[src/rtl/hazard_ctrl_pkg.sv]
// Shared types and helpers for the hazard controller: forward-select
// encoding, stall FSM states, shadow-stage records and the match helpers.
package hazard_ctrl_pkg;

  localparam int REG_W = 5;

  typedef enum logic [1:0] {
    FWD_NONE = 2'd0,
    FWD_MEM  = 2'd1,
    FWD_WB   = 2'd2
  } fwd_sel_e;

  typedef enum logic {
    IDLE  = 1'b0,
    STALL = 1'b1
  } stall_state_e;

  // Destination info carried by every shadow stage.
  typedef struct packed {
    logic [REG_W-1:0] rd;
    logic             regwen;
    logic             load;
  } stage_t;

  // X additionally remembers its sources so forwarding can be decided there.
  typedef struct packed {
    stage_t           dst;
    logic [REG_W-1:0] rs1;
    logic             use_rs1;
    logic [REG_W-1:0] rs2;
    logic             use_rs2;
  } x_stage_t;

  // A producer stage satisfies a consumer source. x0 never matches.
  // block_load excludes loads, whose data is not ready until W.
  function automatic logic fwd_hit(input stage_t           s,
                                   input logic [REG_W-1:0] rs,
                                   input logic             use_rs,
                                   input logic             block_load);
    return s.regwen && use_rs && (s.rd != '0) && (s.rd == rs) &&
           !(block_load && s.load);
  endfunction

  // M beats W because it holds the younger write to the same register.
  function automatic fwd_sel_e fwd_select(input stage_t           m,
                                          input stage_t           w,
                                          input logic [REG_W-1:0] rs,
                                          input logic             use_rs);
    if (fwd_hit(m, rs, use_rs, 1'b1)) return FWD_MEM;
    if (fwd_hit(w, rs, use_rs, 1'b0)) return FWD_WB;
    return FWD_NONE;
  endfunction

endpackage

[src/rtl/sat_counter.sv]
// Saturating up-counter used for the stall and flush performance counters.
module sat_counter #(
  parameter int CNT_W = 32
) (
  input  logic             clock,
  input  logic             reset_n,
  input  logic             inc,
  input  logic             clear,
  output logic [CNT_W-1:0] value
);

  logic [CNT_W-1:0] value_q;

  // Count qualifying cycles, sticking at all-ones instead of wrapping.
  // NOTE: sequential state uses non-blocking assignments so every flop samples pre-edge values.
  always_ff @(posedge clock or negedge reset_n) begin
    if (!reset_n) begin
      value_q <= '0;
    end else if (clear) begin
      value_q <= '0;
    end else if (inc && (value_q != '1)) begin
      value_q <= value_q + 1'b1;
    end
  end

  assign value = value_q;

endmodule

[src/rtl/hazard_ctrl.sv]
// Pipeline hazard controller: load-use stall, branch flush and X-stage
// operand forwarding, driven by a shadow copy of the X/M/W destinations.
module hazard_ctrl
  import hazard_ctrl_pkg::*;
#(
  parameter int LOAD_USE_STALL = 1,
  parameter int CNT_W          = 32
) (
  input  logic             clock,
  input  logic             reset_n,
  input  logic [REG_W-1:0] rs1_D,
  input  logic [REG_W-1:0] rs2_D,
  input  logic [REG_W-1:0] rd_D,
  input  logic             use_rs1_D,
  input  logic             use_rs2_D,
  input  logic             regwen_D,
  input  logic             load_D,
  input  logic             pcsel_X,
  output logic             nop,
  output logic             pcsel_f,
  output logic             pc_hold,
  output logic [1:0]       fwdA_X,
  output logic [1:0]       fwdB_X,
  output logic [CNT_W-1:0] stall_cnt,
  output logic [CNT_W-1:0] flush_cnt
);

  // Stall cycles still owed after the hazard cycle itself.
  localparam logic [1:0] STALL_LOAD = 2'(LOAD_USE_STALL - 1);

  x_stage_t     x_q, x_d;
  stage_t       m_q, m_d;
  stage_t       w_q, w_d;
  stall_state_e state_q, state_d;
  logic [1:0]   cnt_q, cnt_d;
  logic         hazard;
  logic         stall;
  fwd_sel_e     fwd_a, fwd_b;

  // Load in X whose result the D instruction needs next cycle.
  assign hazard = x_q.dst.load && (x_q.dst.rd != '0) &&
                  ((use_rs1_D && (rs1_D == x_q.dst.rd)) ||
                   (use_rs2_D && (rs2_D == x_q.dst.rd)));

  // Stall FSM next state; a taken branch cancels any stall in progress.
  // NOTE: every always_comb output gets a default first so no path infers a latch.
  always_comb begin
    state_d = state_q;
    cnt_d   = cnt_q;
    stall   = 1'b0;
    if (pcsel_X) begin
      state_d = IDLE;
      cnt_d   = '0;
    end else begin
      case (state_q)
        IDLE: begin
          if (hazard) begin
            stall = 1'b1;
            if (STALL_LOAD != 2'd0) begin
              state_d = STALL;
              cnt_d   = STALL_LOAD;
            end
          end
        end
        STALL: begin
          stall = 1'b1;
          cnt_d = cnt_q - 2'd1;
          if (cnt_q == 2'd1) state_d = IDLE;
        end
        default: begin
          state_d = IDLE;
          cnt_d   = '0;
        end
      endcase
    end
  end

  // Stall FSM state and remaining-bubble counter.
  always_ff @(posedge clock or negedge reset_n) begin
    if (!reset_n) begin
      state_q <= IDLE;
      cnt_q   <= '0;
    end else begin
      state_q <= state_d;
      cnt_q   <= cnt_d;
    end
  end

  // pcsel_X is an external input, so it is masked while reset is held.
  assign pcsel_f = pcsel_X & reset_n;
  assign nop     = stall;
  assign pc_hold = stall;

  // Shadow advance: X takes a bubble whenever the real X register does.
  always_comb begin
    m_d = x_q.dst;
    w_d = m_q;
    x_d = '0;
    if (!(stall || pcsel_f)) begin
      x_d.dst.rd     = rd_D;
      x_d.dst.regwen = regwen_D;
      x_d.dst.load   = load_D;
      x_d.rs1        = rs1_D;
      x_d.use_rs1    = use_rs1_D;
      x_d.rs2        = rs2_D;
      x_d.use_rs2    = use_rs2_D;
    end
  end

  // Shadow X/M/W registers; reset empties the pipeline.
  always_ff @(posedge clock or negedge reset_n) begin
    if (!reset_n) begin
      x_q <= '0;
      m_q <= '0;
      w_q <= '0;
    end else begin
      x_q <= x_d;
      m_q <= m_d;
      w_q <= w_d;
    end
  end

  // Operand forward selects for the instruction in X.
  always_comb begin
    fwd_a = fwd_select(m_q, w_q, x_q.rs1, x_q.use_rs1);
    fwd_b = fwd_select(m_q, w_q, x_q.rs2, x_q.use_rs2);
  end

  assign fwdA_X = fwd_a;
  assign fwdB_X = fwd_b;

  sat_counter #(.CNT_W(CNT_W)) u_stall_cnt (
    .clock   (clock),
    .reset_n (reset_n),
    .inc     (nop),
    .clear   (1'b0),
    .value   (stall_cnt)
  );

  sat_counter #(.CNT_W(CNT_W)) u_flush_cnt (
    .clock   (clock),
    .reset_n (reset_n),
    .inc     (pcsel_f),
    .clear   (1'b0),
    .value   (flush_cnt)
  );

endmodule

[config.mk]
export PLATFORM = sky130hd
export DESIGN_NAME = hazard_ctrl
export DESIGN_NICKNAME = d
export VERILOG_FILES = /design/src/rtl/hazard_ctrl_pkg.sv /design/src/rtl/sat_counter.sv /design/src/rtl/hazard_ctrl.sv
export SDC_FILE = /design/constraint.sdc
export NUM_CORES = 1
export LEC_CHECK = 0
export BUFFER_PORTS_ARGS = -buffer_cell sky130_fd_sc_hd__buf_2
export CORE_UTILIZATION = 45
export DETAILED_ROUTE_END_ITERATION = 16
export GPL_TIMING_DRIVEN = 0
export PLACE_DENSITY = 0.68
export SYNTH_ARGS = -nofsm -noshare
export SYNTH_HDL_FRONTEND = slang
export SYNTH_SLANG_ARGS = --single-unit
[constraint.sdc]
create_clock -name clock -period 3.8 [get_ports clock]
set_input_delay 0.19 -clock clock [delete_from_list [all_inputs] [get_ports clock]]
set_output_delay 0.19 -clock clock [all_outputs]
set_load 0.05 [all_outputs]
==> results of run 1 <==
## power groups by stage
stage	clock [uW]	sequential, uW	combinational, uW
floorplan	0	1330	109
global placement	0	1210	336
detailed placement	0	1210	347
CTS	708	1190	349
global route	747	1200	372
finish	681	1190	343
## registers in the layout (all words and copies together) (netlist names)
signal / flops
u_flush_cnt.value: 32
u_stall_cnt.value: 32
w_q: 6
state_q: 1
x_q: 12
m_q: 7
m_d: 7
cnt_q: 2
## critical path, delay by kind of cell
kind            cells  cell delay (ps)
compound gates      1              680
simple gates        4              750
xor+xnor            1              160
buf+inv             3             1360
## cells in the mapped netlist (all sizes together) (2+ instances only)
master,n
mux2,2
buf,6
and2,21
inv,15
or3,2
and4,6
or2,3
o211ai,2
dfrtp,99
nand3,30
and3,11
nor3,19
nor2,25
ha,3
xor2,39
nand2,25
xnor2,53
or4,6
a21oi,2
o21ai,4
nand4,14
nor4,11
## logic make-up (layout without fill, tap and decap cells)
group | count (synthesis) | in the layout
compound gates | 13 | 13
xor+xnor | 92 | 92
fa+ha+maj | 3 | 3
buf+inv | 22 | 133
flops | 99 | 99
mux | 3 | 3
simple gates | 174 | 174
## layer usage
layer / global-route usage / share of wire
met5: 0 / 0
met4: 0.09780 / 0.024
met3: 0.03010 / 0.027
met2: 0.3010 / 0.48
met1: 0.2528 / 0.47
## worst paths after layout
check,to,from
worst min register to register,m_q[1]$_DFF_PN0_,m_d[1]$_DFF_PN0_
worst max-delay path,u_flush_cnt.value[7]$_DFFE_PN0P_,reset_n
max in group asynchronous,m_d[4]$_DFF_PN0_,reset_n
worst max register to register,u_stall_cnt.value[1]$_DFFE_PN0P_,u_stall_cnt.value[12]$_DFFE_PN0P_
worst min-delay path,m_d[5]$_DFF_PN0_,rd_D[3]
min in group asynchronous,x_q[3]$_DFF_PN0_,reset_n
## cell type report
class,instances,area [sq um],share of cell area
Tap cell,133,166.4,0.03089
Buffer,7,50.05,0.009289
Multi-Input combinational cell,285,1924,0.3572
Timing Repair Buffer,95,510.5,0.09475
Clock inverter,7,78.83,0.01463
Inverter,15,56.30,0.01045
Sequential cell,99,2477,0.4598
Clock buffer,9,123.9,0.02299
## per-stage QoR
step	hold slack, ps	cell area, sq um	cells
global placement	333.0	5135	631
floorplan	-105.6	4508	406
global route	3.712	5388	650
detailed placement	262.0	5165	632
finish	18.82	5388	650
CTS	0.03855	5388	650
==> results.sh, run 1 <==
export IMPL_status="finished, final reports clean"
export IMPL_synth_edf_count=0
export IMPL_dr_pass1_iters=4
export IMPL_worstPathCellList="dlygate4sd3_1 -> buf_4 -> buf_16 -> and2_1 -> and4_1 -> nand2_1 -> a21oi_1 -> nand4_1 -> xnor2_1"
export IMPL_maximum_number_of_pins_on_one_net_before_global_route_repair=53
export IMPL_final_core_util=0.5538
export IMPL_detail_route_wirelength_um=9135
export IMPL_cts_hold_buf=2
export IMPL_syn_area_per_cell_sq_um=11.10
export IMPL_share_of_final_layout_standard_cells_stronger_than_drive_strength_1=0.2495
export IMPL_synthCells=406
export IMPL_grt_setup_unrepaired="no"
export IMPL_clkPwrFrac=0.307
export IMPL_synthAdderAreaFrac=0.008326
export IMPL_relSlewSlack=0.4177
export IMPL_design_die_area_sq_um=10420
export IMPL_min_period_over_period=0.7737
export IMPL_path_class="in -> reg"
export IMPL_detail_route_iter0_violations=94
export IMPL_fp_coreArea_sq_um=9729
export IMPL_drt_wirelength_per_cell_um=14.05
export IMPL_yosys_warnings=0
export IMPL_synth_top_cell_area_share=0.5495
export IMPL_end_kind="register"
export IMPL_dp_worst_setup_slack_ps=971.4
export IMPL_timing_critical_path_from_type="primary input"
export IMPL_pwr_share_comb=0.155
export IMPL_fin_setup_tns_ps=0
export IMPL_p_switching_uw=685.4
export IMPL_finalSetupViolCount=0
export IMPL_place_gp_congestion=0.8178
export IMPL_layout_cells_most_common_list="99 x sky130_fd_sc_hd__dfrtp_1, 92 x sky130_fd_sc_hd__buf_2, 53 x sky130_fd_sc_hd__xnor2_1"
export IMPL_synth_async_reset_ratio=1.000
export IMPL_fmaxAchievable_mhz=340.1
export IMPL_initial_utilization=0.4633
export IMPL_holdCritPathClass="in -> reg"
export IMPL_synth_sequential_area_ratio=0.5495
export IMPL_insertedDiodeCount=0
export IMPL_period_needed_ps=2940
export IMPL_cp_slowest_cell="sky130_fd_sc_hd__a21oi_1"
export IMPL_worstPathRequired_ps=4060
export IMPL_synth_area_leader_cell="sky130_fd_sc_hd__dfrtp_1"
export IMPL_clock_tree_buffer_depth=2
export IMPL_number_of_clock_buffers_inserted_by_tritoncts=9
export IMPL_max_capacitance_violation_count=0
export IMPL_h_tree_depth=3
export IMPL_worst_ep_arrival_time_ps=3200
export IMPL_top_reg_cell_synth="sky130_fd_sc_hd__dfrtp_1"
export IMPL_finalNetCount=537
export IMPL_cts_resized_gates=0
export IMPL_final_setup_worst_slack_ps=860.0
export IMPL_number_of_hold_slack_violations_in_the_final_timing_report=0
export IMPL_power_internal_uw=1529
export IMPL_final_max_slew_violation_count=0
export IMPL_number_of_vias_in_the_routed_layout=3238
export IMPL_synthesis_nets=431
export IMPL_final_antenna_net_count=0
export IMPL_synthSimpleGateAreaFrac=0.2120
export IMPL_area_delta_synth_final_pct=19.51
export IMPL_hold_path_cell_count=2
export IMPL_reg2reg_slack_ps=1210
export IMPL_placement_io_buffers=92
export IMPL_report_power_total_uw=2215
export IMPL_clkSinkCount=99
export IMPL_grt_pass1_wl_um=15050
export IMPL_first_global_vias=3110
export IMPL_synth_ff_latch_count=99
export IMPL_row_count=36
export IMPL_post_synth_xor_area_fraction=0.1787
export IMPL_cts_setup_buffers=0
export IMPL_cts_reportedPaths_clkPinSlew_ps=100
export IMPL_post_dp_hpwl_um=6732
export IMPL_drc_errors=0
export IMPL_mux_share_of_post_synthesis_cell_area=0.007216
export IMPL_crit_fanout=52
export IMPL_initial_antenna_violation_count=0
export IMPL_grt_util_all_layers=0.1897
export IMPL_cpPeakStageDelay_ps=680
export IMPL_globalRoute_totalOverflow=0
export IMPL_synth_area_leaders="sky130_fd_sc_hd__dfrtp_1 55%, sky130_fd_sc_hd__xnor2_1 10%, sky130_fd_sc_hd__xor2_1 7.6%"
export IMPL_power_share_switching=0.3094
export IMPL_num_fill_cells=879
export IMPL_clk_root_buffer_cell="sky130_fd_sc_hd__clkbuf_8"
export IMPL_max_vdd_ir_drop_mv=0.2827
export IMPL_power_share_sequential=0.538
export IMPL_finClkSkew_ps=8.467
export IMPL_syn_area_sq_um=4508
export IMPL_vias_per_cell=4.982
export IMPL_die_width_um=102.1
export IMPL_ff2ff_path_depth=6
export IMPL_power_density_nw_per_um2=411.1
export IMPL_layout_commonest_cell="sky130_fd_sc_hd__dfrtp_1"
export IMPL_clk_insertion_delay_late_ps=370
export IMPL_cts_tree="yes"
export IMPL_p_leak_uw=0.002670
export IMPL_die_height_um=102.1
export IMPL_synth_compound_area_share=0.02054
export IMPL_max_slew_worst_pin_slew_ps=873.4
export IMPL_synth_top_family_by_area="simple AND/OR/NAND/NOR gates"
export IMPL_synth_unique_cells=43
export IMPL_io_pins=93
(Power assumes the default switching activity.)
==> run 2: changes to the inputs <==
--- a/config.mk
+++ b/config.mk
@@ -9,7 +9,7 @@
 export CORE_UTILIZATION = 45
 export DETAILED_ROUTE_END_ITERATION = 16
 export GPL_TIMING_DRIVEN = 0
-export PLACE_DENSITY = 0.68
+export PLACE_DENSITY = 0.7
 export SYNTH_ARGS = -nofsm -noshare
 export SYNTH_HDL_FRONTEND = slang
 export SYNTH_SLANG_ARGS = --single-unit
==> constraint.sdc (replaced) <==
create_clock -name clock -period 2.7 [get_ports clock]
set_input_delay 0.135 -clock clock [delete_from_list [all_inputs] [get_ports clock]]
set_output_delay 0.135 -clock clock [all_outputs]
set_load 0.05 [all_outputs]
==> results.sh, run 2 (synthesized netlist as in run 1, its figures left out) <==
export IMPL_min_period_over_period=0.9519
export IMPL_final_antenna_net_count=0
export IMPL_io_pins=93
export IMPL_layout_cells_most_common_list="99 x sky130_fd_sc_hd__dfrtp_1, 92 x sky130_fd_sc_hd__buf_2, 53 x sky130_fd_sc_hd__xnor2_1"
export IMPL_drt_wirelength_per_cell_um=14.30
export IMPL_die_height_um=102.1
export IMPL_clk_insertion_delay_late_ps=350
export IMPL_final_max_slew_violation_count=0
export IMPL_pwr_share_comb=0.154
export IMPL_worst_ep_arrival_time_ps=2800
export IMPL_insertedDiodeCount=0
export IMPL_cts_setup_buffers=0
export IMPL_area_delta_synth_final_pct=21.54
export IMPL_status="finished, final reports clean"
export IMPL_detail_route_wirelength_um=9384
export IMPL_cts_tree="yes"
export IMPL_number_of_clock_buffers_inserted_by_tritoncts=9
export IMPL_power_density_nw_per_um2=588.3
export IMPL_share_of_final_layout_standard_cells_stronger_than_drive_strength_1=0.2505
export IMPL_max_capacitance_violation_count=0
export IMPL_number_of_vias_in_the_routed_layout=3250
export IMPL_end_kind="register"
export IMPL_clock_tree_buffer_depth=2
export IMPL_finalNetCount=543
export IMPL_drc_errors=0
export IMPL_clkSinkCount=99
export IMPL_grt_util_all_layers=0.1898
export IMPL_power_internal_uw=2275
export IMPL_max_slew_worst_pin_slew_ps=651.3
export IMPL_grt_setup_unrepaired="no"
export IMPL_clkPwrFrac=0.327
export IMPL_placement_io_buffers=92
export IMPL_finalSetupViolCount=0
export IMPL_power_share_sequential=0.519
export IMPL_finalNonFillerCells=656
export IMPL_first_global_vias=3199
export IMPL_globalRoute_totalOverflow=0
export IMPL_relSlewSlack=0.5658
export IMPL_h_tree_depth=3
export IMPL_row_count=36
export IMPL_power_share_switching=0.2941
export IMPL_dr_pass1_iters=4
export IMPL_place_gp_congestion=0.7650
export IMPL_crit_fanout=10
export IMPL_finClkSkew_ps=8.272
export IMPL_die_width_um=102.1
export IMPL_initial_antenna_violation_count=0
export IMPL_design_die_area_sq_um=10420
export IMPL_worstPathRequired_ps=2930
export IMPL_p_leak_uw=0.002721
export IMPL_post_dp_hpwl_um=6902
export IMPL_post_place_cells=632
export IMPL_number_of_hold_slack_violations_in_the_final_timing_report=0
export IMPL_timing_critical_path_from_type="register"
export IMPL_fin_setup_tns_ps=0
export IMPL_fmaxAchievable_mhz=389.1
export IMPL_fp_coreArea_sq_um=9729
export IMPL_period_needed_ps=2570
export IMPL_path_class="reg -> reg"
export IMPL_grt_pass1_wl_um=15020
export IMPL_layout_commonest_cell="sky130_fd_sc_hd__dfrtp_1"
export IMPL_clk_root_buffer_cell="sky130_fd_sc_hd__clkbuf_8"
export IMPL_vias_per_cell=4.954
export IMPL_maximum_number_of_pins_on_one_net_before_global_route_repair=54
export IMPL_p_switching_uw=947.9
export IMPL_initial_utilization=0.4633
export IMPL_holdCritPathClass="in -> reg"
export IMPL_max_vdd_ir_drop_mv=0.4182
export IMPL_detail_route_iter0_violations=129
export IMPL_cts_reportedPaths_clkPinSlew_ps=90
==> run 2: per-stage QoR <==
step	power, uW	util	hold WS (ps)	area (sq um)	setup slack [ps]
global placement	2179	0.5278	334.0	5135	-1019
finish	3223	0.5631	13.33	5479	129.8
global route	3368	0.5631	6.769	5479	25.84
detailed placement	2194	0.5309	204.7	5165	97.72
floorplan	2024	-	-160.6	4508	13.02
CTS	3261	0.5622	0.5272	5470	51.76
==> run 2: worst paths after layout <==
| kind | start | to | slack, ps | cells after the start |
|---|---|---|---|---|
| max | u_stall_cnt.value[11]$_DFFE_PN0P_ | u_stall_cnt.value[1]$_DFFE_PN0P_ | 130 | 6 |
| max in group asynchronous | reset_n | u_flush_cnt.value[2]$_DFFE_PN0P_ | 1680 | 3 |
| max reg2reg | u_stall_cnt.value[11]$_DFFE_PN0P_ | u_stall_cnt.value[1]$_DFFE_PN0P_ | 130 | 6 |
| min in group asynchronous | reset_n | x_q[0]$_DFF_PN0_ | 340 | 2 |
| min | pcsel_X | cnt_q[0]$_DFFE_PN0P_ | 10 | 2 |
| min reg2reg | m_d[1]$_DFF_PN0_ | m_q[1]$_DFF_PN0_ | 360 | 0 |
==> run 2: power groups by stage <==
stage          clock network (uW)  logic, uW  registers (uW)
2_1_floorplan                   0        154            1870
3_3_place_gp                    0        481            1700
3_5_place_dp                    0        493            1700
4_1_cts                      1090        504            1670
5_1_grt                      1150        536            1690
6_report                     1060        496            1670
==> run 2: layout make-up <==
type	instances	area, sq um
Buffer	7	50.05
Clock buffer	10	137.6
Clock inverter	6	87.58
Fill cell	882	4250
Inverter	15	56.30
Multi-Input combinational cell	285	1933
Sequential cell	99	2477
Tap cell	133	166.4
Timing Repair Buffer	101	570.5
==> run 2: worst max-delay path, cell delays in order, from the launching register on <==
cell and delay (ps):
sky130_fd_sc_hd__dfrtp_1 420, sky130_fd_sc_hd__nand3_1 160, sky130_fd_sc_hd__or3_4 450, sky130_fd_sc_hd__or4_1 640
sky130_fd_sc_hd__o211ai_2 240, sky130_fd_sc_hd__buf_4 220, sky130_fd_sc_hd__mux2_1 330
==> run 2: layer usage <==
layer | track usage | wire (um) | up-vias
met5 | 0 | 0 | -
met4 | 0.07253 | 148 | 0
met3 | 0.02736 | 248 | 10
met2 | 0.3242 | 4767 | 53
met1 | 0.2452 | 4221 | 1589
li1 | - | - | 1598
==> run 2: timing repair <==
action,CTS,global route
setup endpoints to repair,0,10
hold endpoints to repair,53,0
hold buffers,8,0
gates resized for setup,0,2
